===== config.mk =====
export PLATFORM = sky130hd
export DESIGN_NAME = multicycle_control
export DESIGN_NICKNAME = d
export VERILOG_FILES = /design/src/rtl/multicycle_control.sv
export SDC_FILE = /design/constraint.sdc
export NUM_CORES = 1
export LEC_CHECK = 0
export BUFFER_PORTS_ARGS = -buffer_cell sky130_fd_sc_hd__buf_2
export CAP_MARGIN = 30
export CORE_MARGIN = 3
export CORE_UTILIZATION = 43
export DETAILED_ROUTE_END_ITERATION = 12
export GPL_TIMING_DRIVEN = 0
export PLACE_DENSITY_LB_ADDON = 0.25
export SYNTH_ARGS = -nofsm -noshare
export SYNTH_HDL_FRONTEND = slang
export SYNTH_SLANG_ARGS = --single-unit

===== constraint.sdc =====
create_clock -name clk -period 1.5 [get_ports clk]
set_input_delay 0.3 -clock clk [delete_from_list [all_inputs] [get_ports clk]]
set_output_delay 0.3 -clock clk [all_outputs]
set_load 0.005 [all_outputs]

===== src/rtl/multicycle_control.sv =====
// Multicycle RISC-V style main control FSM: Moore outputs from state plus the latched opcode class.
// Optional macro MEM_WAIT_EN: FETCH and MEM stall until Mem_Ready_i is high.
module multicycle_control (
    input  logic       clk,
    input  logic       reset,
    input  logic [6:0] OP_i,
    input  logic       Mem_Ready_i,
    output logic       PC_Write_o,
    output logic       IR_Write_o,
    output logic       I_or_D_o,
    output logic       Mem_Read_o,
    output logic       Mem_Write_o,
    output logic       Reg_Write_o,
    output logic       Branch_o,
    output logic       Jalr_o,
    output logic       AUIPC_o,
    output logic [1:0] Mem_to_Reg_o,
    output logic       ALU_Src_o,
    output logic [2:0] ALU_Op_o,
    output logic [2:0] State_o,
    output logic       Instr_Done_o,
    output logic       Illegal_o
);

    typedef enum logic [2:0] {
        FETCH  = 3'd0,
        DECODE = 3'd1,
        EXEC   = 3'd2,
        MEM    = 3'd3,
        WB     = 3'd4,
        TRAP   = 3'd5
    } state_t;

    typedef enum logic [3:0] {
        CLS_NONE, CLS_R, CLS_I, CLS_LUI, CLS_S, CLS_LOAD,
        CLS_B, CLS_JAL, CLS_JALR, CLS_AUIPC
    } opClass_t;

    state_t   state_q, state_d;
    opClass_t class_q, class_d;
    logic     memReady;

`ifdef MEM_WAIT_EN
    assign memReady = Mem_Ready_i;
`else
    logic unusedMemReady;
    assign memReady       = 1'b1;
    assign unusedMemReady = Mem_Ready_i;
`endif

    function automatic opClass_t decodeOp(input logic [6:0] op);
        case (op)
            7'b0110011: decodeOp = CLS_R;
            7'b0010011: decodeOp = CLS_I;
            7'b0110111: decodeOp = CLS_LUI;
            7'b0100011: decodeOp = CLS_S;
            7'b0000011: decodeOp = CLS_LOAD;
            7'b1100011: decodeOp = CLS_B;
            7'b1101111: decodeOp = CLS_JAL;
            7'b1100111: decodeOp = CLS_JALR;
            7'b0010111: decodeOp = CLS_AUIPC;
            default:    decodeOp = CLS_NONE;
        endcase
    endfunction

    function automatic logic [2:0] aluOpOf(input opClass_t cls);
        case (cls)
            CLS_I:     aluOpOf = 3'b001;
            CLS_LUI:   aluOpOf = 3'b010;
            CLS_S:     aluOpOf = 3'b011;
            CLS_AUIPC: aluOpOf = 3'b011;
            CLS_LOAD:  aluOpOf = 3'b100;
            CLS_B:     aluOpOf = 3'b101;
            CLS_JAL:   aluOpOf = 3'b110;
            CLS_JALR:  aluOpOf = 3'b111;
            default:   aluOpOf = 3'b000;
        endcase
    endfunction

    always_ff @(posedge clk or posedge reset) begin
        if (reset) begin
            state_q <= FETCH;
            class_q <= CLS_NONE;
        end else begin
            state_q <= state_d;
            class_q <= class_d;
        end
    end

    logic       pcWrite, irWrite, iOrD, memRead, memWrite, regWrite;
    logic       branch, jalr, auipc, aluSrc, instrDone, illegal;
    logic [1:0] memToReg;
    logic [2:0] aluOp;

    always_comb begin
        state_d   = state_q;
        class_d   = class_q;
        pcWrite   = 1'b0;
        irWrite   = 1'b0;
        iOrD      = 1'b0;
        memRead   = 1'b0;
        memWrite  = 1'b0;
        regWrite  = 1'b0;
        branch    = 1'b0;
        jalr      = 1'b0;
        auipc     = 1'b0;
        aluSrc    = 1'b0;
        instrDone = 1'b0;
        illegal   = 1'b0;
        memToReg  = 2'b00;
        aluOp     = 3'b000;
        case (state_q)
            FETCH: begin
                memRead = 1'b1;
                if (memReady) begin
                    irWrite = 1'b1;
                    pcWrite = 1'b1;
                    state_d = DECODE;
                end
            end
            DECODE: begin
                class_d = decodeOp(OP_i);
                state_d = (class_d == CLS_NONE) ? TRAP : EXEC;
            end
            EXEC: begin
                aluOp  = aluOpOf(class_q);
                aluSrc = (class_q == CLS_I) || (class_q == CLS_LUI) || (class_q == CLS_S) ||
                         (class_q == CLS_LOAD) || (class_q == CLS_JALR) || (class_q == CLS_AUIPC);
                auipc  = (class_q == CLS_AUIPC);
                branch = (class_q == CLS_B);
                case (class_q)
                    CLS_B: begin
                        instrDone = 1'b1;
                        state_d   = FETCH;
                    end
                    CLS_S, CLS_LOAD: state_d = MEM;
                    default:         state_d = WB;
                endcase
            end
            MEM: begin
                iOrD = 1'b1;
                if (class_q == CLS_LOAD) begin
                    memRead = 1'b1;
                    if (memReady) state_d = WB;
                end else if (class_q == CLS_S) begin
                    memWrite = 1'b1;
                    if (memReady) begin
                        instrDone = 1'b1;
                        state_d   = FETCH;
                    end
                end else begin
                    state_d = FETCH;
                end
            end
            WB: begin
                regWrite  = 1'b1;
                instrDone = 1'b1;
                state_d   = FETCH;
                if (class_q == CLS_LOAD) begin
                    memToReg = 2'b01;
                end else if ((class_q == CLS_JAL) || (class_q == CLS_JALR)) begin
                    memToReg = 2'b10;
                    pcWrite  = 1'b1;
                    jalr     = (class_q == CLS_JALR);
                end
            end
            TRAP: illegal = 1'b1;
            default: state_d = FETCH;
        endcase
    end

    // Reset masks the outputs combinationally so nothing leaks while it is held.
    always_comb begin
        PC_Write_o   = pcWrite   & ~reset;
        IR_Write_o   = irWrite   & ~reset;
        I_or_D_o     = iOrD      & ~reset;
        Mem_Read_o   = memRead   & ~reset;
        Mem_Write_o  = memWrite  & ~reset;
        Reg_Write_o  = regWrite  & ~reset;
        Branch_o     = branch    & ~reset;
        Jalr_o       = jalr      & ~reset;
        AUIPC_o      = auipc     & ~reset;
        ALU_Src_o    = aluSrc    & ~reset;
        Instr_Done_o = instrDone & ~reset;
        Illegal_o    = illegal   & ~reset;
        Mem_to_Reg_o = reset ? 2'b00 : memToReg;
        ALU_Op_o     = reset ? 3'b000 : aluOp;
        State_o      = reset ? 3'b000 : state_q;
    end

endmodule


After elaboration in Yosys (flattened, before gate mapping)
Memory sizes are Yosys's and may differ from the RTL's.
Index checks and enable logic that the tools add are counted.
W data, S select, Z words.

cells by class
  add/subtract/negate cells = 0
  $mul = 0
  div/mod/pow operators = 0
  order comparisons = 0
  equality and inequality tests = 22
  shift operators = 0
  mux-type cells = 33
  bitwise logic cells = 13
  reductions and logical operators = 9

operators with widths
  kind                  number
  $pmux W4 S9           1
  $eq A7 B6 Y1 const B  3
  $eq A7 B7 Y1 const B  3
  $mux W1               17
  $eq A4 B3 Y1 const B  4
  $mux W3               5
  $pmux W3 S5           1
  $eq A7 B5 Y1 const B  2
  $and A1 B1 Y1         12
  $eq A4 B2 Y1 const B  2
  $eq A4 B4 Y1 const B  2
  $mux W2               4
  $eq A7 B2 Y1 const B  1
  $eq A3 B2 Y1 const B  2
  $eq A3 B3 Y1 const B  2
  $logic_or A1 B1 Y1    6
  $pmux W3 S2           1
  $logic_not A4 Y1      1
  $mux W4               1
  $pmux W1 S2           2
  $eq A3 B1 Y1 const B  1
  $logic_not A3 Y1      1
  $pmux W1 S3           1
  $reduce_or A2 Y1      1
  $not A1 Y1            1

word-level totals
  register bits = 7
  latch bits = 0
  memory bits (writable) = 0
  memory bits (read-only) = 48
  input bits = 10
  output and inout port bits = 20
  logic and storage cells = 80
  memories = 1

memories
  name              depth  width  rd ports  clocked after Yosys merged registers in  wr ports  RTL line  source
  (name not given)  16     3      1         0                                        0         67        case (cls)

Depth between registers and ports, before layout
Gate-level depths: netlist of the first run.

  word-level depth = 8
  gate-level depth with buffers = 6
  depth with buffers taken out = 6

Least setup slack after synthesis of the first run
No wires, ideal clock.

  path type = flip-flop to output port
  start = register class_q[1]
  end = output port Instr_Done_o
  data arrival time = 1.307 ns
  data required time = 1.200 ns
  setup slack = -0.107 ns
  cell stages (with the launch flop) = 6
  buffers on the path = 0
  cell sequence = dfrtp_1 > inv_1 > ha_1 > nor2_1 > and3_4 > or3_1

on the way
  longest elaborated chain between the ends = 5
  elaborated cells on any way between the ends = 8
  classes of those cells = 3 x eq/ne; 4 x mux; 1 x bitwise

ends and longest elaborated chain
  element                   RTL line  source
  start: declaration        40        opClass_t class_q, class_d;
  start signal: assignment  86        class_q <= class_d;
  $eq A4 B3 Y1              145       end else if (class_q == CLS_S) begin
  $mux W1                   -
  $mux W1                   142       if (class_q == CLS_LOAD) begin
  $pmux W1 S3 (*)           112       case (state_q)
  $and A1 B1 Y1 (*)         184       Instr_Done_o = instrDone & ~reset;
  end: declaration          21        output logic Instr_Done_o,

Mark *: on every way between the ends. The rest lies on a longest branch, timed or not.

Worst setup path after layout of the first run
  start = register class_q[0]
  end = output port Instr_Done_o

The elaborated chain is that of the path after synthesis.

==> impl_metrics.json, run 1 <==
{
  "cts_tree": "yes",
  "synthCells": 100,
  "grt-ovfl-total": 0,
  "cp_cell_sequence": "inv_4 -> ha_4 -> and3_4 -> or3_1 -> buf_2",
  "clock_path_buffers": 2,
  "maxCapViolCount": 0,
  "dieArea_um2": 2330,
  "multi_input_area_um2": 708,
  "clock-skew-final_ns": 0.00588,
  "max_stage_delay_ns": 0.47,
  "cts.htree.levels": 1,
  "rsz0062_at_grt": "yes",
  "core_area_um2": 1590,
  "gp_congestion": 0.751,
  "dieHeight_um": 48.3,
  "end_kind": "primary output",
  "first_pass_iters": 4,
  "fp.dieW_um": 48.3,
  "ys_types": 40,
  "rows": 14,
  "period_needed_ns": 1.95,
  "relSlewSlack": 0.765,
  "timing.fmax_mhz": 512,
  "slew_violations": 0,
  "synth_warnings": 0,
  "p_clk_frac": 0.142,
  "worstReg2RegEnd": "state_q[2]",
  "r2r_start": "class_q[0]",
  "utilization": 0.816,
  "vias": 993,
  "netlist_area_um2": 769,
  "ctsHoldBuffers": 0,
  "path_class": "reg2out",
  "path_buf_inv": 2,
  "clkSlewWorstSetupHoldPaths_ns": 0.06,
  "clk_latency_ns": 0.26,
  "p_leak_nw": 0.590,
  "postLayoutSetupSlackWorst_ns": -0.452,
  "grt_usage": 0.179,
  "status": "finished with violations",
  "areaGrowthSynthToFinish_pct": 69.1,
  "grt_first_pass_wirelength_mm": 3.46,
  "grt_max_degree": 11,
  "synth-seq-cells": 7,
  "cp.depth": 5,
  "nets": 162,
  "cp_max_fo": 6,
  "final_hold_viol_count": 0,
  "seqPwrFrac": 0.252,
  "crit_arrival_ns": 1.65,
  "yosys_most_used_dff": "dfrtp_1",
  "antenna_found_initial": 0,
  "swShare": 0.432,
  "p_per_area_nw_per_um2": 976,
  "final_cell_count_no_fill": 171,
  "drive_gt1_frac": 0.578,
  "reg2reg_slack_ns": -0.11,
  "wire_per_inst_um": 16.4,
  "slowest_stage": "dfrtp_2",
  "power.switching_uw": 549,
  "reg2reg_depth": 6,
  "io_pins": 30,
  "cts-root-buf": "clkbuf_4",
  "final.period_utilization": 1.30,
  "synth-edff-count": 0,
  "dpl_cell_area_um2": 963,
  "numPlacedInstances": 151,
  "numCtsBuffers": 3,
  "synth.largest_area_cell": "dfrtp_1",
  "syn_area_per_cell_um2": 7.69,
  "cp-startpoint": "class_q[0]",
  "wl_mm": 2.80,
  "port-buffer-count": 27,
  "drc": 0,
  "antennaDiodeCount": 0,
  "dp_hpwl_mm": 1.48,
  "final_area_um2": 1300,
  "antenna_left": 0,
  "grt_pass1_vias": 820,
  "yosysTopAreaCellShare": 0.228,
  "via_per_inst": 5.81,
  "regArea_um2": 183,
  "syn-num-nets": 114,
  "hold_path.class": "in2async",
  "drt-initial-drc-count": 11,
  "p_int_uw": 721,
  "violations": "negative setup slack",
  "pwr-share-comb": 0.606,
  "max_slew.worst_pin.slew_ns": 0.348,
  "nFillCells": 89,
  "irDropWorstVdd_uv": 770,
  "endpoint": "Instr_Done_o",
  "start_util": 0.483,
  "async_reset_ff_frac": 1.00,
  "yosys-top-cells-area": "dfrtp_1, ha_1, nor2b_1, nand2_1, nor2_1",
  "setup_viol": 16,
  "critPathLaunchType": "flop",
  "critPathRequiredTime_ns": 1.20,
  "clkSinkCount": 7,
  "worst_path_dominant_cell_family": "simple AND/OR/NAND/NOR gates",
  "yosysSeqAreaShare": 0.228
}
## kinds of logic (layout without fill, tap and decap cells)
logic type | Yosys count | count (layout) | synth area share
simple gates | 50 | 50 | 0.395
compound gates | 29 | 29 | 0.250
buf+inv | 9 | 56 | 0.0504
flops | 7 | 7 | 0.228
fa+ha+maj | 4 | 4 | 0.0650
xor+xnor | 1 | 1 | 0.0114
## Yosys cell counts (2+ instances only)
master    count
nand2b_1      4
o22ai_1       2
dfrtp_1       7
and2_1        3
nand3_1       2
a21boi_1      2
or3_1         2
nor2b_1       7
a21oi_1       5
nor3_1        3
inv_1         6
nor2_1        8
o21ai_1       5
o21ai_0       3
a211o_1       2
ha_1          4
and3_4        2
and3_1        4
nand2_1       8
## worst min path at each step
stage	from	to	slack, ns
final	reset	state_q[0]	0.07
after detailed placement	reset	state_q[0]	0.29
after floorplan	reset	class_q[0]	0.10
after global routing	reset	state_q[0]	0.11
after CTS	reset	state_q[0]	0.04
after global placement	reset	state_q[0]	0.28
## registers in the layout (all words and copies together), names as in the netlist
signal,count
class_q,4
state_q,3
## power groups by stage
stage	logic, mW	registers (mW)	clock network [mW]
after global routing	0.824	0.327	0.181
after CTS	0.597	0.301	0.171
final	0.769	0.320	0.180
after detailed placement	0.476	0.294	0
after floorplan	0.350	0.279	0
after global placement	0.462	0.291	0
## what timing repair did
item	4_1_cts	5_1_grt
pin swaps	5	15
resized for setup	21	30
setup buffers	5	12
setup endpoints to repair	15	17
## placed cells by master (no fill, tap or decap), types with 2 or more instances in the layout
master,n
or3_1,2
inv_1,3
dfrtp_2,6
nor2_1,4
buf_2,22
clkbuf_4,3
o21ai_0,3
inv_4,3
a211o_1,2
and3_4,4
nor2b_1,5
buf_6,10
o21ai_1,5
a21oi_2,2
nor3_1,3
nand3_1,2
nand2_1,5
nor2_4,4
nor2b_4,2
nand2b_1,3
buf_4,13
a21oi_1,3
o22ai_1,2
nand2_2,3
ha_4,4
and3_1,2
and2_4,2
## per-stage QoR
step           setup WS (ns)  hold WS (ns)  TNS (ns)  total power, mW
2_1_floorplan        0.00105         0.103         0            0.629
3_3_place_gp          -0.232         0.284     -1.05            0.753
3_5_place_dp          -0.274         0.288     -1.35            0.770
4_1_cts               -0.387        0.0432     -2.67             1.07
5_1_grt               -0.472         0.114     -4.75             1.33
6_report              -0.452        0.0660     -4.04             1.27
## worst reg2reg max path, delay by kind of cell, from the launching register on
kind | cells | cell delay (ns)
buf+inv | 1 | 0.13
flops | 1 | 0.48
fa+ha+maj | 1 | 0.21
simple gates | 1 | 0.39
compound gates | 3 | 0.34
## final cells by class
| type | count | area share |
|---|---|---|
| Timing Repair Buffer | 43 | 0.232 |
| Tap cell | 24 | 0.0231 |
| Inverter | 7 | 0.0260 |
| Sequential cell | 7 | 0.140 |
| Multi-Input combinational cell | 84 | 0.544 |
| Clock buffer | 4 | 0.0202 |
| Buffer | 2 | 0.0144 |
## layer usage
metal / share of wire / global-route usage / up-vias / routed length, um
met3: 0.058 / 0.0307 / 9 / 162
li1: - / - / 457 / -
met5: 0 / 0 / - / 0
met2: 0.53 / 0.328 / 58 / 1470
met4: 0.026 / 0.0948 / 0 / 72
met1: 0.39 / 0.194 / 469 / 1090
Power figures use the tool's default switching activity.
==> inputs of run 2 (changes only) <==
CORE_UTILIZATION = 47   (was 43)
PLACE_DENSITY = 0.81   (was default)
PLACE_DENSITY_LB_ADDON = default   (was 0.25)
clock period = 1.8 ns   (was 1.5 ns; I/O delays follow)
==> run 2 against run 1 <==
Against the previous run:
- the flow still finishes with violations (negative setup slack)
- clock-buffer cell count unchanged
- non-clock buffer count down 2
- power shrank 25%
- global-route usage rose by 6.5 points
- design area down 9.9%
- critical path type unchanged
- largest cell class unchanged
==> impl_metrics.json, run 2 (synthesis gave the netlist of run 1 again) <==
{
  "start_util": 0.544,
  "worst_path_dominant_cell_family": "simple AND/OR/NAND/NOR gates",
  "path_buf_inv": 2,
  "max_slew.worst_pin.slew_ns": 0.294,
  "swShare": 0.417,
  "port-buffer-count": 27,
  "postLayoutSetupSlackWorst_ns": -0.150,
  "setup_viol": 8,
  "clock-skew-final_ns": 0.00650,
  "via_per_inst": 5.92,
  "grt_max_degree": 11,
  "seqPwrFrac": 0.254,
  "critPathRequiredTime_ns": 1.44,
  "p_per_area_nw_per_um2": 813,
  "reg2reg_depth": 6,
  "reg.largest.list": "class_q x4, state_q x3",
  "dieArea_um2": 2160,
  "rows": 13,
  "clk_latency_ns": 0.26,
  "gp_congestion": 0.817,
  "maxCapViolCount": 0,
  "layout_common_cells": "buf_2, buf_4, nand2_1",
  "largest-register": "class_q",
  "dpl_cell_area_um2": 923,
  "drt-initial-drc-count": 14,
  "final_common_cell": "buf_2",
  "p_int_uw": 556,
  "period_needed_ns": 1.95,
  "slowest_stage": "dfrtp_1",
  "clock_path_buffers": 2,
  "antenna_found_initial": 0,
  "largest_reg_flops": 4,
  "wl_mm": 2.31,
  "fp.dieW_um": 46.5,
  "rsz0062_at_grt": "yes",
  "slew_violations": 0,
  "p_leak_nw": 0.572,
  "path_class": "reg2out",
  "vias": 947,
  "numCtsBuffers": 3,
  "antenna_left": 0,
  "cp_max_fo": 5,
  "final_hold_viol_count": 0,
  "grt-ovfl-total": 0,
  "drive_gt1_frac": 0.497,
  "cp_cell_sequence": "inv_2 -> ha_4 -> nor2_4 -> and3_4 -> or3_1 -> buf_2",
  "setup_tns_ns": -0.507,
  "irDropWorstVdd_uv": 798,
  "grt_first_pass_wirelength_mm": 3.76,
  "final_area_um2": 1170,
  "critPathLaunchType": "flop",
  "hold_path.class": "in2async",
  "core_area_um2": 1420,
  "io_pins": 30,
  "relSlewSlack": 0.801,
  "reg2reg_slack_ns": 0.12,
  "final.period_utilization": 1.08,
  "end_kind": "primary output",
  "grt_usage": 0.243,
  "cts.htree.levels": 1,
  "areaGrowthSynthToFinish_pct": 52.4,
  "drc": 0,
  "grt_pass1_vias": 901,
  "status": "finished with violations",
  "p_clk_frac": 0.153,
  "utilization": 0.828,
  "dp_hpwl_mm": 1.43,
  "worstReg2RegEnd": "state_q[2]",
  "wire_per_inst_um": 14.4,
  "nets": 160,
  "max_stage_delay_ns": 0.40,
  "timing.fmax_mhz": 513,
  "power.switching_uw": 397,
  "crit_arrival_ns": 1.59,
  "pwr-share-comb": 0.594,
  "antennaDiodeCount": 0,
  "clkSlewWorstSetupHoldPaths_ns": 0.06,
  "first_pass_iters": 4,
  "dieHeight_um": 46.5,
  "violations": "negative setup slack",
  "clkSinkCount": 7,
  "cts_tree": "yes",
  "nFillCells": 90,
  "cts-root-buf": "clkbuf_4",
  "r2r_start": "class_q[0]"
}
-- run 2: changes by cell type in the layout (fill, tap and decap cells not counted), sizes merged --
cell	delta
buf	-2
-- run 2: metal layers --
layer,wire length (um),track usage,up-vias
met5,0,0,-
met4,43,0.131,0
met3,156,0.0273,7
met2,1190,0.445,43
met1,919,0.267,445
li1,-,-,452
-- run 2: cell type report --
class                           count  area, um2  area share
Buffer                              2       18.8      0.0160
Clock buffer                        4       26.3      0.0224
Inverter                            7       28.8      0.0245
Multi-Input combinational cell     84        638       0.544
Sequential cell                     7        181       0.155
Tap cell                           15       18.8      0.0160
Timing Repair Buffer               41        260       0.222
-- run 2: worst max-delay path by stage --
stage | from | depth (start not counted) | to
floorplan | class_q[1] | 5 | Instr_Done_o
global placement | class_q[1] | 6 | Instr_Done_o
detailed placement | class_q[1] | 6 | Instr_Done_o
CTS | class_q[1] | 5 | Instr_Done_o
global route | class_q[2] | 4 | Instr_Done_o
finish | class_q[1] | 6 | Instr_Done_o
-- run 2: per-stage QoR --
stage | std cells | total power, mW | setup WS, ns | hold WS [ns]
after floorplan | 100 | 0.498 | 0.133 | 0.163
after global placement | 142 | 0.596 | -0.0540 | 0.340
after detailed placement | 142 | 0.606 | -0.103 | 0.349
after CTS | 159 | 0.892 | -0.117 | 0.0904
after global routing | 160 | 1.02 | -0.205 | 0.116
final | 160 | 0.953 | -0.150 | 0.0951
-- run 2: timing repair --
item / CTS / global route
hold buffers: 0 / 0
buffers inserted: 13 / 1
setup endpoints to repair: 10 / 10
resized for setup: 24 / 9
pin swaps: 7 / 1
-- run 2: worst reg2reg max path: stages (launching register included) --
cell	delay (ns)
dfrtp_2	0.46
ha_4	0.21
buf_4	0.13
or3_1	0.38
a21oi_1	0.18
a31oi_1	0.07
o21ai_1	0.15
-- run 2: power by group through the flow --
| stage | clock, mW | combinational (mW) | sequential, mW |
|---|---|---|---|
| finish | 0.145 | 0.566 | 0.242 |
| global route | 0.151 | 0.620 | 0.247 |
| CTS | 0.145 | 0.511 | 0.236 |
| detailed placement | 0 | 0.369 | 0.237 |
| global placement | 0 | 0.360 | 0.236 |
| floorplan | 0 | 0.270 | 0.227 |
